<file path="src/rtl/block_sync.sv">
// block_sync: 66b block-alignment stage. Checks sync headers, runs the
// block-lock FSM, asks the gearbox for bit slips while hunting, and forwards
// aligned (still scrambled) blocks with a valid qualifier once locked.
//
//  state        | meaning
//  -------------+-----------------------------------------------------------
//  ST_HUNT      | counting consecutive valid headers towards lock
//  ST_SLIP_HOLD | slip requested; ignoring SLIP_WAIT blocks while gearbox settles
//  ST_LOCKED    | aligned; monitoring invalid headers per WINDOW blocks
module block_sync #(
    parameter int LEN_CODED_BLOCK = 66,
    parameter int LOCK_COUNT      = 64,
    parameter int WINDOW          = 1024,
    parameter int MAX_INVALID     = 65,
    parameter int SLIP_WAIT       = 4
) (
    input  logic                       i_clock,
    input  logic                       i_reset_n,
    input  logic                       i_enable,
    input  logic [LEN_CODED_BLOCK-1:0] i_data,
    output logic [LEN_CODED_BLOCK-1:0] o_data,
    output logic                       o_valid,
    output logic                       o_block_lock,
    output logic                       o_slip,
    output logic                       o_sh_invalid
);

    localparam int SH_W  = $clog2(LOCK_COUNT + 1);
    localparam int WIN_W = $clog2(WINDOW + 1);
    localparam int INV_W = $clog2(MAX_INVALID + 1);
    localparam int HLD_W = $clog2(SLIP_WAIT + 1);

    typedef enum logic [1:0] {
        ST_HUNT      = 2'd0,
        ST_SLIP_HOLD = 2'd1,
        ST_LOCKED    = 2'd2
    } state_t;

    state_t             state, state_nxt;
    logic [SH_W-1:0]    sh_cnt, sh_cnt_nxt;
    logic [WIN_W-1:0]   win_cnt, win_cnt_nxt, win_inc;
    logic [INV_W-1:0]   inv_cnt, inv_cnt_nxt, inv_inc;
    logic [HLD_W-1:0]   hold_cnt, hold_cnt_nxt;
    logic               slip_nxt;
    logic               valid_nxt;
    logic [1:0]         sh;
    logic               sh_bad;

    assign sh     = i_data[LEN_CODED_BLOCK-1 -: 2];
    assign sh_bad = (sh == 2'b00) || (sh == 2'b11);

    // Lock status is simply the registered state, so it rises one cycle
    // after the locking block and falls together with the lock-loss slip.
    assign o_block_lock = (state == ST_LOCKED);

    // Next-state and counter logic; nothing moves unless a block is enabled.
    always_comb begin
        state_nxt    = state;
        sh_cnt_nxt   = sh_cnt;
        win_cnt_nxt  = win_cnt;
        inv_cnt_nxt  = inv_cnt;
        hold_cnt_nxt = hold_cnt;
        slip_nxt     = 1'b0;
        valid_nxt    = 1'b0;
        win_inc      = win_cnt + WIN_W'(1);
        inv_inc      = inv_cnt + INV_W'(sh_bad);

        if (i_enable) begin
            unique case (state)
                ST_HUNT: begin
                    if (sh_bad) begin
                        slip_nxt     = 1'b1;
                        sh_cnt_nxt   = '0;
                        hold_cnt_nxt = HLD_W'(SLIP_WAIT);
                        state_nxt    = ST_SLIP_HOLD;
                    end else if (sh_cnt == SH_W'(LOCK_COUNT - 1)) begin
                        sh_cnt_nxt  = '0;
                        win_cnt_nxt = '0;
                        inv_cnt_nxt = '0;
                        state_nxt   = ST_LOCKED;
                    end else begin
                        sh_cnt_nxt = sh_cnt + SH_W'(1);
                    end
                end

                ST_SLIP_HOLD: begin
                    // Down-counter: headers are ignored until it expires.
                    if (hold_cnt <= HLD_W'(1)) begin
                        hold_cnt_nxt = '0;
                        sh_cnt_nxt   = '0;
                        state_nxt    = ST_HUNT;
                    end else begin
                        hold_cnt_nxt = hold_cnt - HLD_W'(1);
                    end
                end

                ST_LOCKED: begin
                    win_cnt_nxt = win_inc;
                    inv_cnt_nxt = inv_inc;
                    // Loss of lock is checked first so it wins over rollover.
                    if (inv_inc == INV_W'(MAX_INVALID)) begin
                        slip_nxt     = 1'b1;
                        sh_cnt_nxt   = '0;
                        win_cnt_nxt  = '0;
                        inv_cnt_nxt  = '0;
                        hold_cnt_nxt = HLD_W'(SLIP_WAIT);
                        state_nxt    = ST_SLIP_HOLD;
                    end else begin
                        valid_nxt = 1'b1;
                        if (win_inc == WIN_W'(WINDOW)) begin
                            win_cnt_nxt = '0;
                            inv_cnt_nxt = '0;
                        end
                    end
                end

                default: begin
                    state_nxt = ST_HUNT;
                end
            endcase
        end
    end

    // State and counter registers.
    always_ff @(posedge i_clock or negedge i_reset_n) begin
        if (!i_reset_n) begin
            state    <= ST_HUNT;
            sh_cnt   <= '0;
            win_cnt  <= '0;
            inv_cnt  <= '0;
            hold_cnt <= '0;
        end else begin
            state    <= state_nxt;
            sh_cnt   <= sh_cnt_nxt;
            win_cnt  <= win_cnt_nxt;
            inv_cnt  <= inv_cnt_nxt;
            hold_cnt <= hold_cnt_nxt;
        end
    end

    // Output register: one-cycle latency for data and the per-block flags.
    always_ff @(posedge i_clock or negedge i_reset_n) begin
        if (!i_reset_n) begin
            o_data       <= '0;
            o_valid      <= 1'b0;
            o_slip       <= 1'b0;
            o_sh_invalid <= 1'b0;
        end else begin
            if (i_enable) begin
                o_data <= i_data;
            end
            o_valid      <= valid_nxt;
            o_slip       <= slip_nxt;
            o_sh_invalid <= i_enable & sh_bad;
        end
    end

endmodule

</file>
<file path="config.mk">
export PLATFORM = sky130hd
export DESIGN_NAME = block_sync
export DESIGN_NICKNAME = d
export VERILOG_FILES = /design/src/rtl/block_sync.sv
export SDC_FILE = /design/constraint.sdc
export NUM_CORES = 1
export LEC_CHECK = 0
export BUFFER_PORTS_ARGS = -buffer_cell sky130_fd_sc_hd__buf_2
export CORE_ASPECT_RATIO = 1.2
export CORE_UTILIZATION = 45
export CTS_CLUSTER_DIAMETER = 60
export DETAILED_ROUTE_END_ITERATION = 10
export PLACE_DENSITY_LB_ADDON = 0.1
export SLEW_MARGIN = 20
export SYNTH_ARGS = -nofsm -noshare
export SYNTH_HDL_FRONTEND = slang
export SYNTH_SLANG_ARGS = --single-unit
</file>
<file path="constraint.sdc">
create_clock -name i_clock -period 6.3 [get_ports i_clock]
set_clock_uncertainty 0.15 [all_clocks]
set_input_delay 0.945 -clock i_clock [delete_from_list [all_inputs] [get_ports i_clock]]
set_output_delay 0.945 -clock i_clock [all_outputs]
set_load 0.01 [all_outputs]
</file>
# After elaboration in Yosys (flattened, before gate mapping)

Cells that the tools add are included.

Register bits: 99
Input bits: 69
Output and inout bits: 70
Word-level logic and storage cells: 67

$add $sub $neg: 4
$lt $le $gt $ge: 1
Eq/ne operators: 12
Mux-type cells: 31
Bitwise gates (word level): 1
Reductions and logical operators: 9

Operators with widths:

| operator                | number |
|---|---|
| $mux W7                 | 8 |
| $mux W11                | 4 |
| $pmux W11 S2            | 1 |
| $pmux W7 S3             | 1 |
| $reduce_and A4 Y1       | 4 |
| $pmux W7 S2             | 1 |
| $add A11 B1 Y11 const B | 1 |
| $eq A11 B11 Y1 const B  | 1 |
| $mux W3                 | 3 |
| $pmux W3 S3             | 1 |
| $mux W2                 | 4 |
| $ne A2 B2 Y1 const B    | 4 |
| $add A7 B1 Y7           | 1 |
| $add A7 B1 Y7 const B   | 1 |
| $eq A7 B6 Y1 const B    | 1 |
| $eq A7 B7 Y1 const B    | 1 |
| $mux W1                 | 6 |
| $pmux W2 S3             | 1 |
| $eq A2 B2 Y1 const B    | 2 |
| $logic_not A2 Y1        | 2 |
| $le A3 B1 Y1 const B    | 1 |
| $ne A3 B3 Y1 const B    | 1 |
| $reduce_bool A3 Y1      | 1 |
| $sub A3 B1 Y3 const B   | 1 |
| 6 further kinds         | 6 |

# Longest topological paths before layout

Depth after elaboration: 7
Depth in mapped cells: 11
Gate-level depth less buffers: 9

# Worst setup path after synthesis

OpenSTA, ideal clock, no wires.

Kind: input to register
Start: in i_data[65]
End: reg sh_cnt[4]
Library setup time: 129 ps
Data arrival time: 3046 ps
Data required time: 6021 ps
Path slack: 2975 ps
Stages on the path: 10
Buffers on the path: 1
Cells stage by stage: xnor2_1 -> ha_1 -> ha_1 -> nand3b_1 -> nor4_2 -> o22ai_2 -> a211o_1 -> buf_2 -> o21ai_1 -> o41ai_2

Cells in the longest elaborated chain, start to end: 6
Elaborated cells between the ends (all ways): 9
Classes of those cells: add/sub: 1; eq/ne: 3; mux: 2; reduce/logical: 3

RTL lines:

| element                                                 | RTL line | source |
|---|---|---|
| from (decl)                                             | 20       | `input logic [LEN_CODED_BLOCK-1:0] i_data,` |
| $eq A2 B2 Y1 / $logic_not A2 Y1 (equally long branches) | 50       | `assign sh_bad = (sh == 2'b00) \|\| (sh == 2'b11);` |
| $logic_or A1 B1 Y1 *                                    | 50       |  |
| $add A7 B1 Y7                                           | 66       | `inv_inc = inv_cnt + INV_W'(sh_bad);` |
| $eq A7 B7 Y1                                            | 101      | `if (inv_inc == INV_W'(MAX_INVALID)) begin` |
| $ne A2 B1 Y1 (no source line)                           | --       |  |
| $reduce_and A4 Y1 (no source line)                      | --       |  |
| to (signal assigned)                                    | 134      | `sh_cnt <= sh_cnt_nxt;` |
| to (decl)                                               | 40       | `logic [SH_W-1:0] sh_cnt, sh_cnt_nxt;` |

Every way passes the cells marked *; elsewhere a longest branch is shown, timed or not.
A chain may end at the register's enable or synchronous reset.

# Final worst setup path

Start: in i_data[65]
End: reg inv_cnt[2]

Cells in the longest elaborated chain, start to end: 6
Elaborated cells between the ends (all ways): 10
Classes of those cells: add/sub: 1; eq/ne: 3; mux: 3; reduce/logical: 3

RTL lines:

| element                                                 | RTL line | source |
|---|---|---|
| $eq A2 B2 Y1 / $logic_not A2 Y1 (equally long branches) | 50       |  |
| $logic_or A1 B1 Y1 *                                    | 50       |  |
| $add A7 B1 Y7                                           | 66       |  |
| $eq A7 B7 Y1 / $mux W7 (equally long branches)          | 101, 110 |  |
| $mux W7                                                 | 101      |  |
| $pmux W7 S2                                             | 69       | `unique case (state)` |
| to (signal assigned)                                    | 136      | `inv_cnt <= inv_cnt_nxt;` |
| to (decl)                                               | 42       | `logic [INV_W-1:0] inv_cnt, inv_cnt_nxt, inv_inc;` |

Marked as above.

==> impl_metrics.py <==
metrics = {
    "placement": {
        "hpwl_mm": 6.40,
        "dpl_cell_area_um2": 5260,
        "place.gp.congestion": 0.728,
        "portBuffers": 138,
    },
    "clocking": {
        "post_cts_buffers": 0,
        "cts_made_buffers": 9,
        "clk_path_buf_depth": 2,
        "cts_tree": "done",
        "clock_sinks": 99,
        "cts_hold_buf": 0,
        "root_buffer": "clkbuf_16",
        "clkSlewWorstSetupHoldPaths_ns": 0.07,
        "clock_latency_ns": 0.34,
        "cts_resized": 0,
        "htreeDepth": 3,
    },
    "setup_path": {
        "critical_path_class": "input port to register",
        "crit_path_end_kind": "register",
        "startpoint": "i_data[65]",
        "path_cells": "buf_2 -> xnor2_1 -> ha_1 -> ha_1 -> xnor2_1 -> nor4_2 -> o22ai_2 -> and4_1 -> nand2_1 -> o311ai_1",
        "worst_path_max_delay_cell": "and4_1",
        "critPathLaunchType": "input port",
        "required_ns": 6.39,
        "ff2ff_setup_slack_ns": 3.33,
        "rr_worst_depth": 8,
        "arrival_ns": 3.83,
        "cp_slowest_stage_delay_ns": 0.70,
        "crit_path_max_fanout": 20,
        "r2r_end": "inv_cnt[2]",
        "r2r-start": "inv_cnt[0]",
        "crit_end": "inv_cnt[2]",
    },
    "finish": {
        "final_cell_mix": "buf_2, dfrtp_1, mux2_2, nand2_1, nor2_1",
        "multi_input_area_um2": 1880,
        "n_fill_cell": 841,
        "final-seq-area_um2": 2480,
        "final_nets": 572,
        "antenna_cells": 0,
        "area_growth_pct": 24.5,
        "drive_above_1_share": 0.466,
        "final_common_cell": "buf_2",
        "final_area_um2": 5560,
    },
    "timing": {
        "hold_viol_final": 0,
        "drv_slew": 0,
        "relSlewSlack": 0.492,
        "finalCritPeriodShare": 0.594,
        "maxClockFrequency_ghz": 0.267,
        "hold_slack_ns": 0.304,
        "worst_pin_slew_ns": 0.763,
        "fin_setup_tns_ns": 0,
        "period_minus_slack_ns": 3.75,
        "rsz0062_at_grt": "false",
        "setup_violations": 0,
    },
    "synth": {
        "synth_flop_cell": "dfrtp_1",
        "yosysTopAreaCell": "dfrtp_1",
        "yosysWarnings": 0,
        "yosysTopAreaCellShare": 0.555,
        "synth-edff-count": 0,
        "synth_seq_area_share": 0.555,
        "async_flop_share": 1.00,
        "syn-cell-area_um2": 4470,
        "netlist_instances": 357,
        "synth_area_leaders": "dfrtp_1, mux2_2, ha_1",
        "yosysUniqueCellTypes": 49,
        "syn-mean-instance-area_um2": 12.5,
        "yosys_register_bits": 99,
        "syn-num-nets": 436,
    },
    "power": {
        "vdd_drop_max_mv": 0.137,
        "p_per_area_nw_per_um2": 281,
        "p_leak_uw": 0.00261,
    },
    "drt": {
        "drt_iter0_drc": 189,
        "drt-pass1-iter-count": 4,
        "via_per_inst": 5.29,
        "antenna_left": 0,
        "vias": 3287,
        "wl_mm": 9.09,
        "drc": 0,
        "post_drt_wl_per_cell_um": 14.6,
    },
    "die": {
        "die_x_um": 92.9,
        "initial_core_util": 0.467,
        "core_um2": 9560,
        "die_area_um2": 10300,
        "io_pins": 139,
        "rows": 39,
        "die_h_um": 111,
    },
    "global_route": {
        "globalRouteTotalUtil": 0.192,
        "grt_max_degree": 86,
        "antenna_found_initial": 0,
        "grt_pass1_vias": 3267,
        "grt_overflow": 0,
        "grt_pass1_wl_mm": 15.5,
    },
    "flow_run": {
        "cap_violations": 0,
    },
    "min_path": {
        "hold_class": "input port to asynchronous set/reset pin",
    },
    "outcome": {
        "outcome": "finished clean",
    },
}
-- routing by layer --
metal	GRT usage	part of all wire	wire (µm)
met1	0.248	0.44	4030
met3	0.0556	0.060	541
met2	0.299	0.48	4360
met5	0	0	0
met4	0.0790	0.016	144
-- worst max-delay path: cells and delay by family --
family                   cells  cell delay (ns)
AO/OA/AOI/OAI                2             0.56
XOR/XNOR                     2             0.57
adder cells (fa/ha/maj)      2             0.61
buffers and inverters        1             0.11
AND/OR/NAND/NOR              3             1.02
-- cell type report --
class | instances | share of cell area
inverter | 9 | 0.00608
tap | 123 | 0.0277
multi-input combinational | 234 | 0.339
sequential | 99 | 0.446
clock buffer | 9 | 0.0405
clock inverter | 7 | 0.0135
timing repair buffer | 140 | 0.128
-- report_power, final --
group	switching [µW]	internal, µW	total [µW]
registers	36.1	696	732
logic	148	130	278
clock network	243	311	553
-- cells by family (layout without fill, tap and decap cells) --
logic type,after synthesis,in the layout,synth area share
flops,99,99,0.555
simple gates,92,92,0.112
mux,66,66,0.166
compound gates,61,61,0.106
buf+inv,24,165,0.0235
fa+ha+maj,10,10,0.0280
xor+xnor,5,5,0.00981
-- how the worst min path moves through the flow --
stage                     from           to  slack, ns  depth (start not counted)
floorplan            sh_cnt[5]    sh_cnt[5]       0.31                          1
global placement    o_data[34]   o_data[34]       0.33                          1
detailed placement   sh_cnt[5]    sh_cnt[5]       0.34                          1
CTS                  i_reset_n   win_cnt[9]       0.30                          1
global route         i_reset_n    sh_cnt[0]       0.31                          1
finish               i_reset_n  hold_cnt[2]       0.30                          1
-- flip-flops by register name (all words and copies together) (netlist names) --
signal / flops
o_slip: 1
o_data: 66
o_valid: 1
sh_cnt: 7
o_sh_invalid: 1
state: 2
win_cnt: 11
hold_cnt: 3
inv_cnt: 7
-- metrics by stage --
step                setup slack (ns)  total power (µW)  std cells   util
floorplan                       2.98               914        357      -
global placement                2.34              1020        605  0.550
detailed placement              2.22              1030        605  0.550
CTS                             2.55              1580        621  0.581
global route                    2.23              1650        621  0.581
finish                          2.55              1560        621  0.581
-- cell usage after synthesis (all sizes together), types with 5 or more instances --
| cell | count |
|---|---|
| and3 | 8 |
| o21ai | 14 |
| inv | 9 |
| nand3b | 7 |
| nor2 | 14 |
| clkbuf | 9 |
| nand2 | 22 |
| a22o | 9 |
| ha | 10 |
| a31oi | 11 |
| mux2 | 66 |
| nand4 | 5 |
| dfrtp | 99 |
| nand3 | 12 |
| buf | 6 |
Note: power is estimated with default switching activity, not from simulation.
